**src/rtl/pipe_lsu.sv**
```systemverilog
// pipe_lsu: MEM-stage load/store unit for the 5-stage core.
// Handles byte/half/word accesses with byte enables and lane replication, sign/zero extension of loads,
// a variable-latency memory handshake with an optional timeout, and flush of the pending response.
// Optional feature macro: LSU_MISALIGN_TRAP_EN
//   defined   -> misaligned half/word requests complete with resp_err and never reach memory.
//   undefined -> low address bits are forced to natural alignment and the access proceeds normally.
module pipe_lsu #(
    parameter int ADDR_W      = 32,
    parameter int TIMEOUT_CYC = 16
) (
    input  logic              clk,
    input  logic              rst,
    input  logic              req_valid_i,
    input  logic              req_we_i,
    input  logic [1:0]        req_size_i,
    input  logic              req_unsigned_i,
    input  logic [ADDR_W-1:0] req_addr_i,
    input  logic [31:0]       req_wdata_i,
    input  logic [4:0]        req_rd_i,
    input  logic              flush_i,
    output logic              busy_o,
    output logic              resp_valid_o,
    output logic [31:0]       resp_data_o,
    output logic [4:0]        resp_rd_o,
    output logic              resp_err_o,
    output logic              mem_req_o,
    output logic              mem_we_o,
    output logic [ADDR_W-1:0] mem_addr_o,
    output logic [3:0]        mem_be_o,
    output logic [31:0]       mem_wdata_o,
    input  logic              mem_ack_i,
    input  logic [31:0]       mem_rdata_i
);

    // A zero-width counter is illegal, so a disabled timeout still keeps one (unused) bit.
    localparam int CNT_W = (TIMEOUT_CYC > 0) ? $clog2(TIMEOUT_CYC + 1) : 1;
    // The timeout fires on the BUS cycle whose count is TIMEOUT_CYC-1, so mem_req is high TIMEOUT_CYC cycles.
    localparam logic [CNT_W-1:0] TO_LAST = CNT_W'((TIMEOUT_CYC > 0) ? TIMEOUT_CYC - 1 : 0);

    typedef enum logic [1:0] {
        S_IDLE = 2'd0,
        S_BUS  = 2'd1,
        S_DONE = 2'd2
    } state_t;

    state_t             state_q, state_d;
    logic [CNT_W-1:0]   cnt_q, cnt_d;
    logic               flush_q, flush_d;
    logic               we_q, we_d;
    logic [1:0]         size_q, size_d;
    logic [1:0]         lo_q, lo_d;
    logic               uns_q, uns_d;
    logic [4:0]         rd_q, rd_d;

    logic               resp_valid_q, resp_valid_d;
    logic [31:0]        resp_data_q, resp_data_d;
    logic [4:0]         resp_rd_q, resp_rd_d;
    logic               resp_err_q, resp_err_d;
    logic               mem_req_q, mem_req_d;
    logic               mem_we_q, mem_we_d;
    logic [ADDR_W-1:0]  mem_addr_q, mem_addr_d;
    logic [3:0]         mem_be_q, mem_be_d;
    logic [31:0]        mem_wdata_q, mem_wdata_d;

    // Request decode
    logic               is_half;
    logic               is_word;
    logic               trap;
    logic [1:0]         eff_lo;
    logic [3:0]         req_be;
    logic [31:0]        req_wlanes;

    // Load path
    logic [7:0]         rd_lane [4];
    logic [7:0]         ld_byte;
    logic [15:0]        ld_half;
    logic [31:0]        ld_ext;
    logic               timeout_hit;

    assign is_half = (req_size_i == 2'b01);
    assign is_word = req_size_i[1];  // 10 and 11 are both word accesses

`ifdef LSU_MISALIGN_TRAP_EN
    assign trap = (is_half && req_addr_i[0]) || (is_word && (req_addr_i[1:0] != 2'b00));
`else
    assign trap = 1'b0;
`endif

    // Effective low address bits, byte enables and replicated store data for the incoming request
    always_comb begin
        eff_lo     = req_addr_i[1:0];
        req_be     = 4'b0001 << req_addr_i[1:0];
        req_wlanes = {4{req_wdata_i[7:0]}};
        if (is_word) begin
            eff_lo     = 2'b00;
            req_be     = 4'hF;
            req_wlanes = req_wdata_i;
        end else if (is_half) begin
            eff_lo     = {req_addr_i[1], 1'b0};
            req_be     = 4'b0011 << {req_addr_i[1], 1'b0};
            req_wlanes = {2{req_wdata_i[15:0]}};
        end
    end

    // Split the read bus into byte lanes for the load selector
    for (genvar gi = 0; gi < 4; gi++) begin : g_rd_lane
        assign rd_lane[gi] = mem_rdata_i[8*gi +: 8];
    end

    // Select the addressed lane of the returning word and extend it to 32 bits
    always_comb begin
        ld_byte = rd_lane[lo_q];
        ld_half = lo_q[1] ? {rd_lane[3], rd_lane[2]} : {rd_lane[1], rd_lane[0]};
        case (size_q)
            2'b00:   ld_ext = uns_q ? {24'h0, ld_byte} : {{24{ld_byte[7]}}, ld_byte};
            2'b01:   ld_ext = uns_q ? {16'h0, ld_half} : {{16{ld_half[15]}}, ld_half};
            default: ld_ext = mem_rdata_i;
        endcase
    end

    assign timeout_hit = (TIMEOUT_CYC != 0) && (cnt_q == TO_LAST);

    // Next-state and registered-output logic for the IDLE/BUS/DONE controller
    always_comb begin
        state_d      = state_q;
        cnt_d        = cnt_q;
        flush_d      = flush_q;
        we_d         = we_q;
        size_d       = size_q;
        lo_d         = lo_q;
        uns_d        = uns_q;
        rd_d         = rd_q;
        resp_valid_d = resp_valid_q;
        resp_data_d  = resp_data_q;
        resp_rd_d    = resp_rd_q;
        resp_err_d   = resp_err_q;
        mem_req_d    = mem_req_q;
        mem_we_d     = mem_we_q;
        mem_addr_d   = mem_addr_q;
        mem_be_d     = mem_be_q;
        mem_wdata_d  = mem_wdata_q;

        case (state_q)
            S_IDLE: begin
                cnt_d   = '0;
                flush_d = 1'b0;
                // A flush in the same cycle squashes the request before it is taken
                if (req_valid_i && !flush_i) begin
                    we_d   = req_we_i;
                    size_d = req_size_i;
                    lo_d   = eff_lo;
                    uns_d  = req_unsigned_i;
                    rd_d   = req_rd_i;
                    if (trap) begin
                        state_d      = S_DONE;
                        resp_valid_d = 1'b1;
                        resp_err_d   = 1'b1;
                        resp_data_d  = 32'h0;
                        resp_rd_d    = req_we_i ? 5'd0 : req_rd_i;
                    end else begin
                        state_d     = S_BUS;
                        mem_req_d   = 1'b1;
                        mem_we_d    = req_we_i;
                        mem_addr_d  = {req_addr_i[ADDR_W-1:2], 2'b00};
                        mem_be_d    = req_be;
                        mem_wdata_d = req_wlanes;
                    end
                end
            end

            S_BUS: begin
                // The bus access itself is never cancelled; only the response is squashed
                if (flush_i) begin
                    flush_d = 1'b1;
                end
                if (mem_ack_i) begin
                    state_d      = S_DONE;
                    mem_req_d    = 1'b0;
                    mem_we_d     = 1'b0;
                    resp_valid_d = !(flush_q || flush_i);
                    resp_err_d   = 1'b0;
                    resp_data_d  = we_q ? 32'h0 : ld_ext;
                    resp_rd_d    = we_q ? 5'd0 : rd_q;
                end else begin
                    if (TIMEOUT_CYC != 0) begin
                        cnt_d = cnt_q + 1'b1;
                    end
                    if (timeout_hit) begin
                        state_d      = S_DONE;
                        mem_req_d    = 1'b0;
                        mem_we_d     = 1'b0;
                        resp_valid_d = !(flush_q || flush_i);
                        resp_err_d   = 1'b1;
                        resp_data_d  = 32'h0;
                        resp_rd_d    = we_q ? 5'd0 : rd_q;
                    end
                end
            end

            S_DONE: begin
                state_d      = S_IDLE;
                flush_d      = 1'b0;
                resp_valid_d = 1'b0;
                resp_err_d   = 1'b0;
                resp_data_d  = 32'h0;
                resp_rd_d    = 5'd0;
            end

            default: begin
                state_d = S_IDLE;
            end
        endcase
    end

    // State and output registers with synchronous active-low reset
    always_ff @(posedge clk) begin
        if (!rst) begin
            state_q      <= S_IDLE;
            cnt_q        <= '0;
            flush_q      <= 1'b0;
            we_q         <= 1'b0;
            size_q       <= 2'b00;
            lo_q         <= 2'b00;
            uns_q        <= 1'b0;
            rd_q         <= 5'd0;
            resp_valid_q <= 1'b0;
            resp_data_q  <= 32'h0;
            resp_rd_q    <= 5'd0;
            resp_err_q   <= 1'b0;
            mem_req_q    <= 1'b0;
            mem_we_q     <= 1'b0;
            mem_addr_q   <= '0;
            mem_be_q     <= 4'h0;
            mem_wdata_q  <= 32'h0;
        end else begin
            state_q      <= state_d;
            cnt_q        <= cnt_d;
            flush_q      <= flush_d;
            we_q         <= we_d;
            size_q       <= size_d;
            lo_q         <= lo_d;
            uns_q        <= uns_d;
            rd_q         <= rd_d;
            resp_valid_q <= resp_valid_d;
            resp_data_q  <= resp_data_d;
            resp_rd_q    <= resp_rd_d;
            resp_err_q   <= resp_err_d;
            mem_req_q    <= mem_req_d;
            mem_we_q     <= mem_we_d;
            mem_addr_q   <= mem_addr_d;
            mem_be_q     <= mem_be_d;
            mem_wdata_q  <= mem_wdata_d;
        end
    end

    assign busy_o       = (state_q != S_IDLE);
    // A flush arriving during DONE must still kill the pulse that is already registered
    assign resp_valid_o = resp_valid_q && !flush_i;
    assign resp_data_o  = resp_data_q;
    assign resp_rd_o    = resp_rd_q;
    assign resp_err_o   = resp_err_q;
    assign mem_req_o    = mem_req_q;
    assign mem_we_o     = mem_we_q;
    assign mem_addr_o   = mem_addr_q;
    assign mem_be_o     = mem_be_q;
    assign mem_wdata_o  = mem_wdata_q;

endmodule

```
**config.mk**
```make
export PLATFORM = sky130hd
export DESIGN_NAME = pipe_lsu
export DESIGN_NICKNAME = d
export VERILOG_FILES = /design/src/rtl/pipe_lsu.sv
export SDC_FILE = /design/constraint.sdc
export NUM_CORES = 1
export LEC_CHECK = 0
export ABC_AREA = 1
export ABC_CLOCK_PERIOD_IN_PS = 3400
export BUFFER_PORTS_ARGS = -buffer_cell sky130_fd_sc_hd__buf_2
export CAP_MARGIN = 20
export CORE_MARGIN = 2
export CORE_UTILIZATION = 40
export DETAILED_ROUTE_END_ITERATION = 6
export PLACE_DENSITY = 0.7
export SLEW_MARGIN = 20
export SYNTH_ARGS = -nofsm -noshare
export SYNTH_HDL_FRONTEND = slang
export SYNTH_SLANG_ARGS = --single-unit
```
**constraint.sdc**
```tcl
create_clock -name clk -period 3.4 [get_ports clk]
set_input_delay 0 -clock clk [delete_from_list [all_inputs] [get_ports clk]]
set_output_delay 0 -clock clk [all_outputs]
set_load 0.05 [all_outputs]
```
==> metrics.md, run 1 <==
| Metric | Value |
|---|---|
| Post-synth EDFFs | `0` |
| Die ar. | `14800 um2` |
| Final WL | `18300 um` |
| Hold WS | `0.0225 ns` |
| Final Non-Filler Cells | `1274` |
| Slowest-stage cell, CP | `dlygate4sd3_1` |
| Worst skew pair latency | `0.42 ns` |
| Post-Layout Inst Area | `8270 um2` |
| GPL Wtd Cong | `0.900` |
| Util after Layout | `61.7%` |
| Period utilization | `67.7%` |
| Grt ovf | `0` |
| Clk pin slew, worst setup/hold paths | `0.06 ns` |
| Outcome | `finished, violations left` |
| Failing checks | `DRC` |
| Crit path cell chain | `nor2_4 -> nand3_4 -> inv_1 -> buf_4 -> o211ai_1 -> a31oi_1 -> dlygate4sd3_1` |
| Sequential area share after synthesis | `45.5%` |
| Worst EP required | `3.76 ns` |
| Largest net degree at the start of global routing | `61` |
| GRT Util Overall | `24.7%` |
| Commonest non-fill, non-tap cell in the layout | `buf_2` |
| PwrDens | `505 nW/um2` |
| WL/cell | `14.4 um` |
| # rows | `42` |
| Final setup vio count | `0` |
| Lkg Pwr | `3.88 nW` |
| Clock tree root buffer cell | `clkbuf_16` |
| Max-cap violations | `0` |
| Power Total | `4.18 mW` |
| Die Height | `122 um` |
| Min cycle time layout | `2.30 ns` |
| Starting density of the core | `41.3%` |
| Worst setup path class | `reg -> reg` |
| CP top delay family | `buffers and inverters` |
| Post-synthesis cell area | `5540 um2` |
| Netlist cell types | `34` |
| Slew Viols, Final | `0` |
| Multi-input logic area | `2570 um2` |
| Vias in the first global route | `6111` |
| Ratio of cells with drive above 1 in the final layout | `27.1%` |
| Filler cells | `1156` |
| Setup_tns | `0 ns` |
| Synthesized area per cell | `7.08 um2` |
| Initial DRC count | `554` |
| Relative max-transition margin | `38.0%` |
| Warnings from Yosys | `0` |
| Worst-Margin Slew | `0.928 ns` |
| Final Skew | `0.0125 ns` |
| Reg area | `2520 um2` |
| Max Freq | `435 MHz` |
| CP arrival | `2.66 ns` |
| Core Region | `13400 um2` |
| Post-synth ARST share | `0%` |
| Vias | `6282` |
| Antenna Cells | `0` |
| Crit-path max cell delay | `0.57 ns` |
| Post-placement cell area | `6650 um2` |
| Dpl cells | `1138` |
| # clock sinks | `126` |
| Setup ws final | `1.10 ns` |
| Most used DFF post-synth | `dfxtp_1` |
| Startpoint Class | `register` |
| DRC violations left | `2` |
| Final Hold Viols | `0` |
| Cts bufs inserted | `17` |
| Initial antenna violation count | `0` |
| VDD IR-drop max | `0.455 mV` |
| Port-buffer cells | `217` |
| Worst Setup End Kind | `register` |
| H-tree depth | `4` |
| Die Width | `122 um` |
| Clock buffer depth | `2` |
| RSZ-0062 raised after global routing | `false` |
| Synth Instances | `782` |
| Pre-CTS WS | `1.22 ns` |
| Initial DRT Pass Iterations | `7` |
| Nets | `1197` |
| Detailed placer's ending HPWL | `11600 um` |
| First-pass GRT wire length | `28800 um` |
| CP bufs+invs | `3` |
| Yosys reg bits | `126` |
| Critical Path Fanout Max | `14` |
| CTS tree | `done` |
| Io pins | `220` |
| Most frequent cells in the layout | `217 x buf_2, 213 x nand2_1, 130 x nor2_1` |
| Synth-to-Final Area Change | `49.2%` |
| Vias per cell | `4.93` |
| Hold Crit Class | `in -> reg` |
| Routed Antenna Nets | `0` |
| Post-cts sizing count | `0` |
[area by class of cell]
type	instances	share of cell area (%)
Multi-Input combinational cell	560	31.1
Sequential cell	126	30.5
Timing Repair Buffer	329	26.5
Clock buffer	17	5.15
Tap cell	176	2.66
Inverter	51	2.38
Clock inverter	15	1.79
[flip-flops by register name (all words and copies together), names as in the netlist, 2 cells and up]
signal / flops
resp_data_o: 32
mem_be_o: 4
mem_wdata_o: 32
rd_q: 5
state_q: 2
size_q: 2
cnt_q: 5
resp_rd_o: 5
mem_addr_o: 30
lo_q: 2
[worst register-to-register path, delay by kind of cell, from the launching register on]
kind	cells	cell delay, ns
flip-flops	1	0.37
AND/OR/NAND/NOR	2	0.29
AO/OA/AOI/OAI	2	0.33
buffers and inverters	3	1.26
[layer usage]
layer	part of all wire, %	track usage (%)	vias to the layer above
met2	46	39.7	284
met4	3.7	14.0	0
met3	7.5	7.68	56
li1	-	-	3104
met5	0	0	-
met1	42	29.4	2838
[synthesized netlist by cell type, types with 2 or more instances]
| cell type | count | area [um2] |
|---|---|---|
| a21oi_1 | 61 | 305 |
| a21oi_2 | 12 | 105 |
| nand3_4 | 2 | 35.0 |
| nand2_2 | 12 | 75.1 |
| dfxtp_1 | 126 | 2520 |
| nor2_2 | 2 | 12.5 |
| inv_2 | 5 | 18.8 |
| buf_6 | 4 | 45.0 |
| inv_1 | 45 | 169 |
| nor2_4 | 3 | 33.8 |
| ha_1 | 2 | 25.0 |
| nor2_1 | 130 | 488 |
| nand3_1 | 20 | 100 |
| clkbuf_1 | 24 | 90.1 |
| nand2_1 | 213 | 800 |
| o211ai_1 | 2 | 15.0 |
| a211oi_1 | 3 | 22.5 |
| buf_2 | 9 | 45.0 |
| a31oi_1 | 19 | 119 |
| nor3_1 | 6 | 30.0 |
| buf_4 | 7 | 52.6 |
| o21ai_0 | 62 | 310 |
| nand2_4 | 2 | 22.5 |
[report_power, final]
group          switching [mW]  total (mW)  internal (mW)
Combinational           0.550       0.821          0.271
Clock                   0.686        1.76           1.07
Sequential             0.0442        1.60           1.55
Total                    1.28        4.18           2.90
[path summary, 6_finish.rpt]
kind / start / end / slack [ns] / cells past startpoint
worst max-delay path: state_q[1]$_SDFFE_PN0P_ / mem_wdata_o[30]$_SDFFE_PN0P_ / 1.10 / 7
worst max register to register: state_q[1]$_SDFFE_PN0P_ / mem_wdata_o[30]$_SDFFE_PN0P_ / 1.10 / 7
worst min-delay path: mem_rdata_i[15] / resp_data_o[15]$_SDFFE_PN0P_ / 0.02 / 5
worst min register to register: resp_data_o[2]$_SDFFE_PN0P_ / resp_data_o[2]$_SDFFE_PN0P_ / 0.46 / 2
[timing repair]
item	4_1_cts	5_1_grt
hold endpoints to repair	99	0
hold buffers	104	0
buffers inserted	0	0
[cell families (layout without fill, tap and decap cells)]
| group | after synthesis | count (layout) | synth area share [%] |
|---|---|---|---|
| other cells | 1 | 2 | 0.0677 |
| flops | 126 | 126 | 45.5 |
| compound gates | 164 | 164 | 16.5 |
| buf+inv | 97 | 412 | 8.18 |
| fa+ha+maj | 2 | 2 | 0.452 |
| simple gates | 392 | 392 | 29.3 |
No activity file was read; power rests on OpenSTA's default activity.
==> inputs of run 2 (changes only) <==
--- a/config.mk
+++ b/config.mk
@@ -6,7 +6,7 @@
 export NUM_CORES = 1
 export LEC_CHECK = 0
 export ABC_AREA = 1
-export ABC_CLOCK_PERIOD_IN_PS = 3400
+export ABC_CLOCK_PERIOD_IN_PS = 2150
 export BUFFER_PORTS_ARGS = -buffer_cell sky130_fd_sc_hd__buf_2
 export CAP_MARGIN = 20
 export CORE_MARGIN = 2
==> constraint.sdc (replaced) <==
create_clock -name clk -period 2.15 [get_ports clk]
set_input_delay 0 -clock clk [delete_from_list [all_inputs] [get_ports clk]]
set_output_delay 0 -clock clk [all_outputs]
set_load 0.05 [all_outputs]
==> metrics.md, run 2 (synthesis gave the netlist of run 1 again) <==
| Metric | Value |
|---|---|
| Die Height | `122 um (unchanged)` |
| CTS tree | `done` |
| Filler cells | `1117 (-3.4%)` |
| Slowest-stage cell, CP | `dlygate4sd3_1` |
| Initial DRC count | `431 (-22%)` |
| Crit-path max cell delay | `0.59 ns (+0.02 ns)` |
| Detailed placer's ending HPWL | `12100 um (+4.5%)` |
| CP bufs+invs | `2 (-1)` |
| Die ar. | `14800 um2 (unchanged)` |
| Outcome | `finished clean` |
| Multi-input logic area | `2570 um2 (+0.20%)` |
| Slew Viols, Final | `0 (unchanged)` |
| WL/cell | `14.9 um (+3.8%)` |
| Min cycle time layout | `2.04 ns (-0.260 ns)` |
| DRC violations left | `0 (-2)` |
| Worst skew pair latency | `0.42 ns (about the same)` |
| Antenna Cells | `0 (unchanged)` |
| Final setup vio count | `0 (unchanged)` |
| Synth-to-Final Area Change | `53.4%` |
| Commonest non-fill, non-tap cell in the layout | `buf_2` |
| Io pins | `220 (unchanged)` |
| Hold Crit Class | `in -> reg` |
| Period utilization | `94.9% (+27 points)` |
| Clk pin slew, worst setup/hold paths | `0.06 ns (about the same)` |
| Lkg Pwr | `3.98 nW (+2.7%)` |
| Grt ovf | `0 (unchanged)` |
| Startpoint Class | `register` |
| Max Freq | `490 MHz (+13%)` |
| Clock tree root buffer cell | `clkbuf_16` |
| Crit path cell chain | `nor2_4 -> nand3_4 -> buf_4 -> nand2_1 -> a31oi_1 -> dlygate4sd3_1` |
| Worst Setup End Kind | `register` |
| Worst EP required | `2.50 ns (-1.26 ns)` |
| Nets | `1214 (+1.4%)` |
| Pre-CTS WS | `0.0723 ns (-1.15 ns)` |
| GPL Wtd Cong | `0.883 (-1.9%)` |
| Routed Antenna Nets | `0 (unchanged)` |
| Reg area | `2520 um2 (unchanged)` |
| Final Hold Viols | `0 (unchanged)` |
| First-pass GRT wire length | `30200 um (+4.6%)` |
| Core Region | `13400 um2 (unchanged)` |
| # rows | `42 (unchanged)` |
| Worst setup path class | `reg -> reg` |
| GRT Util Overall | `25.8% (+1.1 points)` |
| Max-cap violations | `0 (unchanged)` |
| Largest net degree at the start of global routing | `48 (-21%)` |
| PwrDens | `834 nW/um2 (+65%)` |
| Worst-Margin Slew | `0.682 ns (-0.246 ns)` |
| Critical Path Fanout Max | `32 (+18)` |
| Initial antenna violation count | `0 (unchanged)` |
| Setup_tns | `0 ns (unchanged)` |
| Initial DRT Pass Iterations | `5 (-2)` |
| Port-buffer cells | `217 (unchanged)` |
| Vias | `6392 (+1.8%)` |
| Final Skew | `0.00915 ns (-0.00336 ns)` |
| Power Total | `7.08 mW (+70%)` |
| # clock sinks | `126 (unchanged)` |
| Die Width | `122 um (unchanged)` |
| RSZ-0062 raised after global routing | `true` |
| H-tree depth | `4 (unchanged)` |
| CP arrival | `2.39 ns (-0.27 ns)` |
| Ratio of cells with drive above 1 in the final layout | `27.8% (+0.69 points)` |
| Final WL | `19300 um (+5.1%)` |
| VDD IR-drop max | `0.590 mV (+30%)` |
| Cts bufs inserted | `17 (unchanged)` |
| Vias in the first global route | `6420 (+5.1%)` |
| Starting density of the core | `41.3% (unchanged)` |
| Most frequent cells in the layout | `217 x buf_2, 212 x nand2_1, 129 x nor2_1` |
| Setup ws final | `0.110 ns (-0.990 ns)` |
| Vias per cell | `4.96 (+0.49%)` |
| Relative max-transition margin | `54.5% (+16 points)` |
| CP top delay family | `buffers and inverters` |
| Clock buffer depth | `2 (unchanged)` |
==> run 2: changes by cell type in the layout (fill, tap and decap cells not counted), moves of 2 or more <==
cell | before | now
bufinv_16 | 2 | 6
buf_4 | 8 | 20
dlygate4sd3_1 | 104 | 109
clkinv_4 | 4 | 1
clkbuf_1 | 0 | 2
clkinv_2 | 6 | 3
==> run 2: area by class of cell <==
| cell class | count | area share (%) |
|---|---|---|
| clock buffers | 19 | 5.10 |
| clock inverters | 12 | 2.56 |
| inverters | 51 | 2.39 |
| multi-input cells | 560 | 30.3 |
| flip-flops and latches | 126 | 29.7 |
| well taps | 176 | 2.59 |
| repair buffers | 346 | 27.4 |
==> run 2: worst register-to-register path, stage by stage (launching register included) <==
cell and delay, ns:
dfxtp_1 0.47, nor2_4 0.09, nand3_4 0.14, buf_4 0.35
nand2_1 0.12, a31oi_1 0.21, dlygate4sd3_1 0.59
==> run 2: path summary, 6_finish.rpt <==
kind | from | endpoint | slack (ns) | cells after the start
min reg2reg | resp_data_o[19]$_SDFFE_PN0P_ | resp_data_o[19]$_SDFFE_PN0P_ | 0.46 | 2
max | state_q[1]$_SDFFE_PN0P_ | mem_wdata_o[18]$_SDFFE_PN0P_ | 0.11 | 6
min | mem_rdata_i[25] | resp_data_o[25]$_SDFFE_PN0P_ | 0.01 | 5
max reg2reg | state_q[1]$_SDFFE_PN0P_ | mem_wdata_o[18]$_SDFFE_PN0P_ | 0.11 | 6
==> run 2: stage by stage <==
step / util (%) / instances / hold WS [ns] / instance area [um2]
4_1_cts: 63.1 / 1286 / 0.000115 / 8450
6_report: 63.4 / 1290 / 0.0110 / 8500
2_1_floorplan: - / 783 / 0.0961 / 5540
3_3_place_gp: 50.1 / 1146 / 0.241 / 6710
5_1_grt: 63.4 / 1290 / 0.0355 / 8500
3_5_place_dp: 50.1 / 1146 / 0.252 / 6710
==> run 2: layer usage <==
layer / part of all wire, % / wire length, um / global-route usage, % / up-vias
met3: 8.9 / 1720 / 9.08 / 33
met1: 41 / 7960 / 29.6 / 2902
met2: 48 / 9180 / 43.8 / 312
li1: - / - / - / 3145
met5: 0 / 0 / 0 / -
met4: 2.1 / 409 / 10.6 / 0
==> run 2: what timing repair did <==
action / CTS / global route
buffers inserted: 0 / 4
hold buffers: 109 / 0
hold endpoints to repair: 102 / 0
gates resized for setup: 0 / 5
endpoints found under the setup margin: 0 / 40
==> run 2: where the power goes <==
group / internal [mW] / leakage, nW / switching [mW]
sequential: 2.46 / 1.03 / 0.0666
combinational: 0.450 / 2.65 / 0.895
clock: 2.16 / 0.309 / 1.06
